[config.mk]
export PLATFORM = sky130hd
export DESIGN_NAME = i2c_txn_seq
export DESIGN_NICKNAME = d
export VERILOG_FILES = /design/src/rtl/i2c_txn_seq.sv
export SDC_FILE = /design/constraint.sdc
export NUM_CORES = 1
export LEC_CHECK = 0
export ABC_AREA = 1
export CELL_PAD_IN_SITES_DETAIL_PLACEMENT = 1
export CELL_PAD_IN_SITES_GLOBAL_PLACEMENT = 1
export CORE_UTILIZATION = 40
export CTS_BUF_LIST = sky130_fd_sc_hd__clkbuf_2
export CTS_CLUSTER_DIAMETER = 50
export DETAILED_ROUTE_END_ITERATION = 8
export PLACE_DENSITY_LB_ADDON = 0.3
export SLEW_MARGIN = 20
export SYNTH_ARGS = -nofsm -noshare
export SYNTH_HDL_FRONTEND = slang
export SYNTH_SLANG_ARGS = --single-unit
[constraint.sdc]
create_clock -name clk -period 6.1 [get_ports clk]
set_input_delay 0.915 -clock clk [delete_from_list [all_inputs] [get_ports clk]]
set_output_delay 0.915 -clock clk [all_outputs]
set_load 0.03 [all_outputs]
[src/rtl/i2c_txn_seq.sv]
// Transaction sequencer in front of the I2C master: command intake, TX FIFO,
// master handshake (enable / data_valid / read_last) and per-transaction status.
//
// state  | meaning
// IDLE   | waiting for a command; cmd_ready follows m_ready
// LAUNCH | m_i2c_en held until the master drops ready
// BUSY   | master on the bus; feed write bytes / collect read bytes
// FLUSH  | discard write bytes the master never took
// FINISH | one-cycle done pulse with status
module i2c_txn_seq #(
  parameter int FIFO_DEPTH = 16,
  parameter int LEN_W      = 5,
  parameter int I2C_DIV    = 4
) (
  input  logic             clk,
  input  logic             rst,
  input  logic             cmd_valid,
  output logic             cmd_ready,
  input  logic [6:0]       cmd_addr,
  input  logic             cmd_rw,
  input  logic [LEN_W-1:0] cmd_len,
  input  logic             tx_wr_en,
  input  logic [7:0]       tx_wr_data,
  output logic             tx_full,
  output logic             tx_ovf,
  output logic             rx_valid,
  output logic [7:0]       rx_data,
  output logic             done,
  output logic             done_err,
  output logic [LEN_W-1:0] done_cnt,
  output logic [6:0]       m_addr,
  output logic             m_rw,
  output logic [7:0]       m_tx_data,
  output logic             m_i2c_en,
  output logic             m_data_valid,
  output logic             m_read_last,
  input  logic             m_data_next,
  input  logic [7:0]       m_rx_data,
  input  logic             m_ready
);

  localparam int PTR_W    = $clog2(FIFO_DEPTH);
  localparam int CNT_W    = PTR_W + 1;
  localparam int BUSY_MAX = 16 * I2C_DIV;
  localparam int TMR_W    = $clog2(BUSY_MAX + 1);

  typedef enum logic [2:0] {S_IDLE, S_LAUNCH, S_BUSY, S_FLUSH, S_FINISH} state_t;

  state_t state, state_nxt;

  logic [7:0]       mem [FIFO_DEPTH];
  logic [PTR_W-1:0] wr_ptr, rd_ptr;
  logic [CNT_W-1:0] fifo_cnt;
  logic             push, pop, pop_req;

  logic [LEN_W-1:0] len_q, sent, rd_cnt, cnt_q;
  logic [TMR_W-1:0] busy_tmr;
  logic             err_q;
  logic             m_ready_d, m_data_next_d;
  logic             next_rise, rdy_fall, rdy_rise;
  logic             cmd_fire, reject, addr_nack;

  assign next_rise = m_data_next && !m_data_next_d;
  assign rdy_fall  = !m_ready && m_ready_d;
  assign rdy_rise  = m_ready && !m_ready_d;

  assign cmd_fire  = cmd_valid && cmd_ready;
  assign reject    = (cmd_len == '0) || (!cmd_rw && (int'(fifo_cnt) < int'(cmd_len)));
  // Timer still running at ready-rise means the master gave up during the address byte.
  assign addr_nack = (busy_tmr != '0);

  // TX FIFO
  assign tx_full   = (fifo_cnt == CNT_W'(FIFO_DEPTH));
  assign push      = tx_wr_en && !tx_full;
  assign pop       = pop_req && (fifo_cnt != '0);
  assign m_tx_data = (fifo_cnt != '0) ? mem[rd_ptr] : 8'h00;

  always_ff @(posedge clk) begin
    if (push) mem[wr_ptr] <= tx_wr_data;
  end

  always_ff @(posedge clk) begin
    if (rst) begin
      wr_ptr   <= '0;
      rd_ptr   <= '0;
      fifo_cnt <= '0;
      tx_ovf   <= 1'b0;
    end else begin
      tx_ovf <= tx_wr_en && tx_full;
      if (push) wr_ptr <= wr_ptr + 1'b1;
      if (pop)  rd_ptr <= rd_ptr + 1'b1;
      case ({push, pop})
        2'b10:   fifo_cnt <= fifo_cnt + 1'b1;
        2'b01:   fifo_cnt <= fifo_cnt - 1'b1;
        default: fifo_cnt <= fifo_cnt;
      endcase
    end
  end

  // FSM: state register
  always_ff @(posedge clk) begin
    if (rst) state <= S_IDLE;
    else     state <= state_nxt;
  end

  // FSM: next state
  always_comb begin
    state_nxt = state;
    case (state)
      S_IDLE:   if (cmd_fire) state_nxt = reject ? S_FINISH : S_LAUNCH;
      S_LAUNCH: if (rdy_fall) state_nxt = S_BUSY;
      S_BUSY:
        if (rdy_rise)
          state_nxt = (!m_rw && (addr_nack || (sent < len_q))) ? S_FLUSH : S_FINISH;
      S_FLUSH:  if (int'(sent) + 1 >= int'(len_q)) state_nxt = S_FINISH;
      S_FINISH: state_nxt = S_IDLE;
      default:  state_nxt = S_IDLE;
    endcase
  end

  // FSM: outputs
  always_comb begin
    cmd_ready    = 1'b0;
    m_i2c_en     = 1'b0;
    m_data_valid = 1'b0;
    m_read_last  = 1'b0;
    done         = 1'b0;
    done_err     = 1'b0;
    done_cnt     = '0;
    pop_req      = 1'b0;
    case (state)
      S_IDLE:   cmd_ready = m_ready;
      S_LAUNCH: begin
        m_i2c_en = 1'b1;
        pop_req  = rdy_fall && !m_rw;
      end
      S_BUSY: begin
        m_data_valid = !m_rw && (sent < len_q);
        m_read_last  = m_rw && (rd_cnt == len_q - 1'b1);
        pop_req      = !m_rw && next_rise && (sent < len_q);
      end
      S_FLUSH:  pop_req = (sent < len_q);
      S_FINISH: begin
        done     = 1'b1;
        done_err = err_q;
        done_cnt = cnt_q;
      end
      default: ;
    endcase
  end

  // Transaction datapath
  always_ff @(posedge clk) begin
    if (rst) begin
      m_addr        <= '0;
      m_rw          <= 1'b0;
      len_q         <= '0;
      sent          <= '0;
      rd_cnt        <= '0;
      busy_tmr      <= '0;
      err_q         <= 1'b0;
      cnt_q         <= '0;
      rx_valid      <= 1'b0;
      rx_data       <= '0;
      m_ready_d     <= 1'b1;
      m_data_next_d <= 1'b0;
    end else begin
      m_ready_d     <= m_ready;
      m_data_next_d <= m_data_next;
      rx_valid      <= 1'b0;
      case (state)
        S_IDLE:
          if (cmd_fire) begin
            m_addr   <= cmd_addr;
            m_rw     <= cmd_rw;
            len_q    <= cmd_len;
            sent     <= '0;
            rd_cnt   <= '0;
            busy_tmr <= TMR_W'(BUSY_MAX);
            if (reject) begin
              err_q <= 1'b1;
              cnt_q <= '0;
            end
          end
        S_LAUNCH:
          if (rdy_fall && !m_rw) sent <= LEN_W'(1);
        S_BUSY: begin
          if (busy_tmr != '0) busy_tmr <= busy_tmr - 1'b1;
          if (next_rise) begin
            if (!m_rw && (sent < len_q)) sent <= sent + 1'b1;
            if (m_rw) begin
              rx_valid <= 1'b1;
              rx_data  <= m_rx_data;
              rd_cnt   <= rd_cnt + 1'b1;
            end
          end
          if (rdy_rise) begin
            if (addr_nack) begin
              err_q <= 1'b1;
              cnt_q <= '0;
            end else if (!m_rw && (sent < len_q)) begin
              err_q <= 1'b1;
              cnt_q <= sent;
            end else begin
              err_q <= 1'b0;
              cnt_q <= len_q;
              // the last read byte has no data_next; it arrives with ready
              if (m_rw) begin
                rx_valid <= 1'b1;
                rx_data  <= m_rx_data;
              end
            end
          end
        end
        S_FLUSH:
          if (sent < len_q) sent <= sent + 1'b1;
        default: ;
      endcase
    end
  end

endmodule

Word-level counts from Yosys, hierarchy flattened

Memories as Yosys holds them, arrays and structs flattened. A register that Yosys moved wholly into a read port is not among the register bits.
Index checks and enable logic that the tools add are counted.

Add/sub/neg operators: 9
Divide/modulo/power cells: 0
Reduce and logical (&&, ||, !) cells: 36
Multiply operators: 0
Shifts and indexed selects: 0
Multiplexer cells: 57
Equality and inequality tests: 19
$lt $le $gt $ge: 3
Bitwise logic cells: 1

Operator list:

| operator              | number |
|---|---|
| $mux W5               | 13 |
| $mux W8               | 7 |
| $pmux W5 S2           | 3 |
| $ne A2 B2 Y1 const B  | 11 |
| $pmux W5 S4           | 1 |
| $mux W1               | 19 |
| $mux W3               | 6 |
| $add A5 B1 Y5 const B | 3 |
| $logic_and A1 B1 Y1   | 14 |
| $mux W7               | 2 |
| $pmux W7 S2           | 1 |
| $pmux W3 S4           | 1 |
| $reduce_and A4 Y1     | 3 |
| $lt A5 B5 Y1          | 2 |
| $sub A5 B1 Y5 const B | 2 |
| $add A4 B1 Y4 const B | 2 |
| $mux W4               | 2 |
| $reduce_bool A7 Y1    | 1 |
| $sub A7 B1 Y7 const B | 1 |
| $add A5 B1 Y6 const B | 1 |
| $eq A3 B2 Y1 const B  | 2 |
| $ge A6 B5 Y1          | 1 |
| $logic_not A1 Y1      | 6 |
| $reduce_and A6 Y1     | 1 |
| other kinds (18)      | 20 |

Output and inout port bits: 38
Bits in latches: 0
Register bits after elaboration: 64
Memories: 1
Word-level logic and storage cells: 143
RAM bits: 128
Input bits: 35
Memory bits (read-only): 0

Memory list:

| memory | words | width | read ports | clocked after memory_dff | write ports | line | text |
|---|---|---|---|---|---|---|---|
| mem    | 16    | 8     | 1          | 1                        | 1           | 51   | `logic [7:0] mem [FIFO_DEPTH];` |

Longest topological paths before layout

Gate-level depths: netlist of the first run.

Word-level depth: 8
Depth in mapped cells: 22

Worst setup path after synthesis of the first run

OpenSTA, ideal clock, no wires.

Kind: in2reg
From: in m_data_next
To: reg fifo_cnt[4]
Cell stages on the path: 18
Arrival: 2495 ps
Slack: 3474 ps
Cells stage by stage: inv_1 -> nor2_1 -> nand4_1 -> nand2_1 -> nand2_2 -> nand2_4 -> nand2_2 -> inv_1 -> ha_1 -> ha_1 -> inv_1 -> nor2_1 -> nor2_1 -> nand2_1 -> nand2_1 -> nand2_1 -> nand2_1 -> a21oi_2

Longest elaborated chain between the ends: 7
Elaborated cells on any way between the ends: 9

Ends and longest elaborated chain:

| item                                              | line | text |
|---|---|---|
| start: declaration                                | 37   | `input logic m_data_next,` |
| $logic_and A1 B1 Y1 (*)                           | 63   | `assign next_rise = m_data_next && !m_data_next_d;` |
| $logic_and A1 B1 Y1 (*) (2 in series)             | 140  | `pop_req = !m_rw && next_rise && (sent < len_q);` |
| $pmux W1 S3 (*)                                   | 131  | `case (state)` |
| $logic_and A1 B1 Y1 (*)                           | 75   | `assign pop = pop_req && (fifo_cnt != '0);` |
| via pop                                           | 54   | `logic push, pop, pop_req;` |
| $eq A2 B1 Y1 or $eq A2 B2 Y1 (tied branches)      | 92   | `case ({push, pop})` |
| $pmux W5 S2 or $reduce_bool A2 Y1 (tied branches) | n/a  |  |
| end signal: assignment                            | 93   | `2'b10: fifo_cnt <= fifo_cnt + 1'b1;` |
| end signal: assignment                            | 94   | `2'b01: fifo_cnt <= fifo_cnt - 1'b1;` |
| end signal: assignment                            | 95   | `default: fifo_cnt <= fifo_cnt;` |
| end: declaration                                  | 53   | `logic [CNT_W-1:0] fifo_cnt;` |

Mark *: on every way through the listed nets, which the timed path passes. The rest lies on a longest branch.
A chain may end at the register's enable or synchronous reset.

==> results.toml, run 1 <==
[placement]
dp_hpwl_um = 15000
finalWeightedCongestion = 0.767
port-buffer-count = 72
place_ws_ns = 2.11
place_inst = 1172

[clock_network]
h-tree-depth = 4
clock_path_buffers = 2
cts.clk_slew.worst_paths_ns = 0.30
cts_tree = "done"
numCtsBuffers = 17
clock_sinks = 196
post_cts_buffers = 0
cts_hold_buf = 0
cts_resized = 0
insertion_delay_ns = 0.82
cts-root-buf = "clkbuf_2"

[timing]
finalCriticalPeriod_ns = 4.85
hold_slack_ns = 0.478
slew_headroom = 0.317
timing.fmax_mhz = 206
fin_ws_ns = 1.25
post-route-period-util = 0.796
hold_viol_final = 0
slew_viol_final = 0
finalSetupTns_ns = 0
finClkSkew_ns = 0.0660
setup_violations = 0
rsz0062_at_grt = "false"
tightest_slew_ns = 1.02

[final_layout]
final_cell_mix = "nor2_1 (139), edfxtp_1 (128), o21ai_0 (95), nand2_1 (77), clkdlybuf4s50_1 (72)"
finalNonFillerCells = 1205
fin_nets = 977
drive_above_1_share = 0.0775
area_growth_pct = 14.1
final_util = 0.467
final_common_cell = "nor2_1"

[min_path]
min_path_type = "flip-flop to flip-flop"
worstHoldStart = "m_addr[5]$_SDFFE_PP0P_"
hold_depth = 2
whs_endpoint = "m_addr[5]$_SDFFE_PP0P_"

[setup_path]
crit_arrival_ns = 3.94
worst-endpoint-required_ns = 5.18
r2r_cells = 22
r2r_setup_slack_ns = 3.09
worstPathMaxFanout = 65
r2r_start = "len_q[2]$_SDFFE_PP0P_"
end_kind = "primary output"
rr_endpoint = "fifo_cnt[4]$_SDFFE_PP0P_"
start_kind = "flip-flop"
criticalPathCategory = "flip-flop to primary output"

[synth]
synth-async-reset-ratio = 0
syn_nets = 915
ys_seq_area_frac = 0.603
syn_inst = 854
synth_enable_flop_cells = 128
synth.distinct_cells = 42
synth_warnings = 0
yosys_register_bits = 196
synth_ff_type = "edfxtp_1"
syn_avg_cell_area_um2 = 10.1
synth_area_um2 = 8640

[floorplan]
start_util = 0.410
die_y_um = 149
die_w_um = 149
ioPinCount = 73
dieArea_um2 = 22200
coreArea_um2 = 21100
rows = 53

[drt]
routed_via_density = 5.34
detail-route-antenna-nets = 0
num_vias = 6431
firstDrtPassIters = 4
drc = 0
wirelength_um = 22100
first_iter_violations = 279
wl_per_cell_um = 18.3

[power_and_ir_drop]
ir_drop_uv = 149
pwr_density_cell_nw_per_um2 = 330
p_leak_nw = 3.56

[job]
maxCapViolCount = 0

[global_route]
grt_pass1_wl_um = 35100
grtUsageTotal = 0.206
overflow = 0
grt_max_degree = 66
grtUsageMet2 = 0.350
grt_util_met3 = 0.0443
grt_pass1_vias = 6658
antenna_found_initial = 1
grt_util_met1 = 0.265
top_usage_layer = "met2"

[status]
status = "completed"
power breakdown:
group	internal (mW)	switching [mW]	leakage (nW)
clock network	0.146	0.523	0.154
registers	1.50	0.0619	1.71
logic	0.343	0.681	1.70
sequential cells by signal (all words and copies together) (netlist names), named ones only:
register       flops
cnt_q              5
wr_ptr             4
rx_data            8
tx_ovf             1
sent               5
err_q              1
fifo_cnt           5
state              3
mem              128
len_q              5
m_ready_d          1
rd_ptr             4
m_rw               1
busy_tmr           7
rx_valid           1
m_addr             7
rd_cnt             5
m_data_next_d      1
cell usage after synthesis, types with 3 or more instances:
cell type,count,area (um2)
edfxtp_1,128,3840
o21ai_0,95,475
nand4_2,3,37.5
a21oi_1,55,275
nand3_1,37,185
xnor2_1,5,43.8
xor2_1,10,87.6
o22ai_1,6,37.5
nand2_1,77,289
dfxtp_1,68,1360
a211oi_1,8,60.1
nor2_1,139,522
nand2_2,7,43.8
inv_2,6,22.5
o21ai_1,5,25.0
a21oi_2,3,26.3
nor2_2,6,37.5
inv_1,68,255
o221ai_1,26,228
ha_1,26,325
nor3_1,8,40.0
nand4_1,9,56.3
buf_2,3,15.0
nor2_4,3,33.8
clkbuf_1,29,109
and3_1,3,18.8
worst max-delay path, stage by stage (launching register included):
cell	delay, ns
dfxtp_2	0.38
buf_4	0.32
inv_2	0.83
o21ai_0	0.22
o221ai_1	0.24
nand3_1	0.13
a21oi_1	0.31
clkdlybuf4s50_1	0.73
per-stage QoR:
| step | cell area (um2) | total power, mW |
|---|---|---|
| after CTS | 9850 | 3.28 |
| after global placement | 9600 | 2.58 |
| after detailed placement | 9600 | 2.61 |
| final | 9850 | 3.25 |
| after global routing | 9850 | 3.44 |
| after floorplan | 8640 | 2.28 |
cell type report:
class	count	area [um2]
inverter	75	283
sequential	196	5210
clock inverter	15	165
fill	2386	11200
antenna	1	2.50
multi-input combinational	551	3020
timing repair buffer	75	743
tap	275	344
clock buffer	17	85.1
cells by family after synthesis:
family          Yosys count  share of synthesized area
simple gates            304                      0.159
compound gates          206                      0.138
flops                   196                      0.603
buf+inv                 107                     0.0471
fa+ha+maj                26                     0.0377
xor+xnor                 15                     0.0152
worst max-delay path by stage:
stage / from / end / cells after the start / slack [ns]
after global placement: flip-flop / m_tx_data[0] / 7 / 2.24
after CTS: flip-flop / m_tx_data[1] / 7 / 1.19
final: flip-flop / m_tx_data[4] / 7 / 1.25
after global routing: flip-flop / m_tx_data[3] / 9 / 1.00
after detailed placement: flip-flop / m_tx_data[1] / 7 / 2.11
after floorplan: m_data_next / fifo_cnt[4]$_SDFFE_PP0P_ / 18 / 3.47
per-layer routing:
layer | wire [um] | part of all wire
met1 | 10000 | 0.45
met2 | 10900 | 0.49
met3 | 967 | 0.044
met4 | 239 | 0.011
met5 | 0 | 0
Note: power is estimated with default switching activity, not from simulation.
==> run 2: changes to the inputs <==
==> constraint.sdc (replaced) <==
create_clock -name clk -period 3.94 [get_ports clk]
set_input_delay 0.591 -clock clk [delete_from_list [all_inputs] [get_ports clk]]
set_output_delay 0.591 -clock clk [all_outputs]
set_load 0.03 [all_outputs]
==> run 2 against run 1 <==
Clock-buffer cell count unchanged. Highest routed layer unchanged. First-iteration DRC count rose by 17%. Final cell count increased by 1.2%. Sequential share of layout area down 0.62 points.
==> results.toml, run 2 (synthesis gave the netlist of run 1 again) <==
[status]
status = "completed"

[floorplan]
rows = 53
coreArea_um2 = 21100
die_y_um = 149
ioPinCount = 73
dieArea_um2 = 22200
start_util = 0.410
die_w_um = 149

[setup_path]
worst-endpoint-required_ns = 3.35
r2r_setup_slack_ns = 1.03
criticalPathCategory = "flip-flop to primary output"
crit_arrival_ns = 3.18
end_kind = "primary output"
start_kind = "flip-flop"
worstPathMaxFanout = 23
endpoint = "m_tx_data[5]"
rr_endpoint = "fifo_cnt[4]$_SDFFE_PP0P_"
r2r_cells = 22
r2r_start = "len_q[3]$_SDFFE_PP0P_"

[placement]
post_dp_cell_area_um2 = 9710
port-buffer-count = 72
dp_hpwl_um = 15600
place_ws_ns = 0.798
finalWeightedCongestion = 0.819

[drt]
detail-route-antenna-nets = 0
firstDrtPassIters = 4
num_vias = 6547
routed_via_density = 5.37
wirelength_um = 22400
wl_per_cell_um = 18.4
drc = 0
first_iter_violations = 326

[global_route]
grt_pass1_vias = 6654
grt_max_degree = 39
grt_pass1_wl_um = 35500
overflow = 0
antenna_found_initial = 1
grtUsageTotal = 0.211

[clock_network]
insertion_delay_ns = 0.81
clock_path_buffers = 2
h-tree-depth = 4
clock_sinks = 196
cts-root-buf = "clkbuf_2"
cts_hold_buf = 0
cts_tree = "done"
numCtsBuffers = 17
cts.clk_slew.worst_paths_ns = 0.31

[final_layout]
fin_nets = 991
fill_cells = 2379
drive_above_1_share = 0.0923
finish.instance_area_um2 = 9970
regMostFlops = "mem"
final_cell_mix = "nor2_1 (138), edfxtp_1 (128), o21ai_0 (95), nand2_1 (77), clkdlybuf4s50_1 (69)"
final_common_cell = "nor2_1"
largest_reg_flops = 128
final_util = 0.473
top_regs = "mem: 128 flops, rx_data: 8 flops"
area_growth_pct = 15.5

[timing]
finalSetupTns_ns = 0
finalCriticalPeriod_ns = 3.77
fin_ws_ns = 0.168
finClkSkew_ns = 0.0366
hold_viol_final = 0
post-route-period-util = 0.957
setup_violations = 0
slew_headroom = 0.315
timing.fmax_mhz = 265
hold_slack_ns = 0.287
slew_viol_final = 0
tightest_slew_ns = 1.02
rsz0062_at_grt = "false"

[power_and_ir_drop]
pwr_density_cell_nw_per_um2 = 503
p_leak_nw = 3.65
ir_drop_uv = 218

[job]
maxCapViolCount = 0

[min_path]
min_path_type = "primary input to flip-flop"
==> run 2: what timing repair did <==
action	4_1_cts	5_1_grt
gates resized for setup	3	2
buffers inserted	0	1
setup endpoints to repair	8	6
==> run 2: layout make-up <==
cell class	count	area, um2	share of cell area
Clock inverter	15	156	0.0157
Clock buffer	17	85.1	0.00853
Inverter	75	283	0.0283
Tap cell	275	344	0.0345
Timing Repair Buffer	89	868	0.0871
Multi-Input combinational cell	551	3030	0.303
Antenna cell	1	2.50	0.000251
Sequential cell	196	5210	0.522
==> run 2: metrics by stage <==
| step | power, mW | cells |
|---|---|---|
| 2_1_floorplan | 3.54 | 854 |
| 3_3_place_gp | 4.03 | 1185 |
| 3_5_place_dp | 4.08 | 1185 |
| 4_1_cts | 5.05 | 1217 |
| 5_1_grt | 5.32 | 1219 |
| 6_report | 5.02 | 1219 |
==> run 2: worst min-delay path by stage <==
stage	endpoint	startpoint	slack (ns)	cells after the start
floorplan	cnt_q[3]$_SDFFE_PP0P_	cnt_q[3]$_SDFFE_PP0P_	0.44	2
global placement	m_addr[0]$_SDFFE_PP0P_	m_addr[0]$_SDFFE_PP0P_	0.45	2
detailed placement	m_addr[2]$_SDFFE_PP0P_	m_addr[2]$_SDFFE_PP0P_	0.46	2
CTS	m_data_next_d$_SDFF_PP0_	m_data_next	0.20	3
global route	m_data_next_d$_SDFF_PP0_	m_data_next	0.21	3
finish	m_data_next_d$_SDFF_PP0_	m_data_next	0.29	3
==> run 2: critical path, stage by stage (launching register included) <==
cell and delay, ns:
dfxtp_1 0.39, inv_1 0.28, buf_6 0.28, o21ai_0 0.13, o221ai_1 0.17, nand3_1 0.16
a21oi_1 0.27, clkdlybuf4s50_1 0.72
==> run 2: power by group <==
part	switching, mW	total (mW)	internal [mW]	leakage [nW]
Clock	0.775	0.985	0.211	0.145
Sequential	0.108	2.42	2.32	1.71
Combinational	1.06	1.61	0.547	1.79
Total	1.94	5.02	3.07	3.65
==> run 2: per-layer routing <==
layer,vias to the layer above,part of all wire,track usage
li1,3153,-,-
met5,-,0,0
met2,165,0.47,0.352
met4,0,0.021,0.0740
met1,3196,0.46,0.274
met3,33,0.052,0.0407
==> run 3: changes to the inputs <==
--- a/config.mk
+++ b/config.mk
@@ -8,7 +8,7 @@
 export ABC_AREA = 1
 export CELL_PAD_IN_SITES_DETAIL_PLACEMENT = 1
 export CELL_PAD_IN_SITES_GLOBAL_PLACEMENT = 1
-export CORE_UTILIZATION = 40
+export CORE_UTILIZATION = 43
 export CTS_BUF_LIST = sky130_fd_sc_hd__clkbuf_2
 export CTS_CLUSTER_DIAMETER = 50
 export DETAILED_ROUTE_END_ITERATION = 8
==> run 3 against run 2 <==
Sequential share of layout area is 0.28 points higher. Critical path depth stayed put. Sequential power hardly changed. Via count is 0.32% higher. Worst hold slack better by 0.022 ns. Combinational power hardly changed. Die area is 6.9% lower. Maximum frequency is 0.46% higher. Flip-flop and latch count stayed put. First-iteration DRC count is 9.8% lower. Largest cell class unchanged. Non-clock buffer count is 8 lower. Total power is 0.66% higher.
==> results.toml, run 3 (synthesis gave the netlist of run 1 again) <==
[timing]
finClkSkew_ns = 0.0533
fin_ws_ns = 0.185
rsz0062_at_grt = "false"
post-route-period-util = 0.953
timing.fmax_mhz = 266
tightest_slew_ns = 1.10
slew_viol_final = 0
finalSetupTns_ns = 0
setup_violations = 0
slew_headroom = 0.267
finalCriticalPeriod_ns = 3.76
hold_viol_final = 0
hold_slack_ns = 0.309

[clock_network]
h-tree-depth = 4
post_cts_buffers = 0
clock_path_buffers = 2
cts-root-buf = "clkbuf_2"
cts.clk_slew.worst_paths_ns = 0.31
cts_tree = "done"
cts_hold_buf = 0
clock_sinks = 196
insertion_delay_ns = 0.79
cts_resized = 1
numCtsBuffers = 17

[final_layout]
area_growth_pct = 14.9
final_common_cell = "nor2_1"
regMostFlops = "mem"
largest_reg_flops = 128
drive_above_1_share = 0.0845
final_cell_mix = "nor2_1 (139), edfxtp_1 (128), o21ai_0 (95), nand2_1 (77), clkdlybuf4s50_1 (69)"
fin_nets = 983
top_regs = "mem: 128 flops, rx_data: 8 flops"
fill_cells = 2217

[floorplan]
rows = 51
start_util = 0.441
dieArea_um2 = 20700
ioPinCount = 73
die_y_um = 144
die_w_um = 144
coreArea_um2 = 19600

[setup_path]
rr_endpoint = "fifo_cnt[4]$_SDFFE_PP0P_"
end_kind = "primary output"
r2r_cells = 22
r2r_start = "len_q[2]$_SDFFE_PP0P_"
criticalPathCategory = "flip-flop to primary output"
start_kind = "flip-flop"
crit_arrival_ns = 3.16
r2r_setup_slack_ns = 0.87
worstPathMaxFanout = 32
worst-endpoint-required_ns = 3.35

[power_and_ir_drop]
p_leak_nw = 3.65
pwr_density_cell_nw_per_um2 = 509
ir_drop_uv = 232

[drt]
num_vias = 6568
highest_layer = "met4"
wl_met1_um = 9800
first_iter_violations = 294
wl_met2_um = 11000
firstDrtPassIters = 4
routed_via_density = 5.47
detail-route-antenna-nets = 0
wl_met3_um = 1030
wirelength_um = 22200
drc = 0
wl_per_cell_um = 18.5

[global_route]
overflow = 0
grt_pass1_wl_um = 35300
antenna_found_initial = 1
grt_max_degree = 65
grt_pass1_vias = 6635
grtUsageTotal = 0.228

[min_path]
hold_depth = 3
min_path_type = "primary input to flip-flop"
whs_endpoint = "m_data_next_d$_SDFF_PP0_"
worstHoldStart = "m_data_next"

[status]
status = "completed"

[job]
maxCapViolCount = 0

[placement]
finalWeightedCongestion = 0.803
port-buffer-count = 72
dp_hpwl_um = 15400
place_ws_ns = 0.840
[run 3: final cells by class]
cell class	count	area [um2]	area share
sequential	196	5210	0.525
multi-input combinational	551	3020	0.305
timing repair buffer	81	815	0.0821
tap	265	332	0.0334
inverter	75	284	0.0286
clock inverter	15	169	0.0170
clock buffer	17	85.1	0.00858
antenna	1	2.50	0.000252
[run 3: per-stage QoR]
| step | power [mW] | util | area (um2) | std cells |
|---|---|---|---|---|
| 2_1_floorplan | 3.54 | - | 8640 | 854 |
| 3_3_place_gp | 4.02 | 0.492 | 9650 | 1168 |
| 3_5_place_dp | 4.07 | 0.492 | 9650 | 1168 |
| 4_1_cts | 5.09 | 0.506 | 9900 | 1200 |
| 5_1_grt | 5.36 | 0.506 | 9920 | 1201 |
| 6_report | 5.05 | 0.506 | 9920 | 1201 |
[run 3: critical path, cell delays in order, from the launching register on]
cell and delay (ns):
dfxtp_2 0.47, inv_1 0.07, buf_4 0.32, o21ai_0 0.17, o221ai_1 0.21, nand3_1 0.12, a21oi_1 0.28, clkdlybuf4s50_1 0.73
[run 3: per-layer routing]
layer,vias to the layer above,GRT usage
met5,-,0
met4,0,0.0761
met3,25,0.0433
met2,166,0.398
met1,3233,0.282
li1,3144,-
[run 3: worst max-delay path by stage]
stage / startpoint / end / slack, ns
after floorplan: len_q[2]$_SDFFE_PP0P_ / fifo_cnt[4]$_SDFFE_PP0P_ / 1.48
after global placement: m_data_next / fifo_cnt[4]$_SDFFE_PP0P_ / 0.92
after detailed placement: m_data_next / fifo_cnt[4]$_SDFFE_PP0P_ / 0.84
after CTS: flip-flop / m_tx_data[4] / 0.08
after global routing: flip-flop / m_tx_data[7] / 0.03
final: flip-flop / m_tx_data[4] / 0.18
[run 3: power by group]
group,total [mW],switching (mW),internal (mW)
Clock,1.02,0.795,0.228
Combinational,1.61,1.06,0.544
Sequential,2.42,0.103,2.32
Total,5.05,1.96,3.09
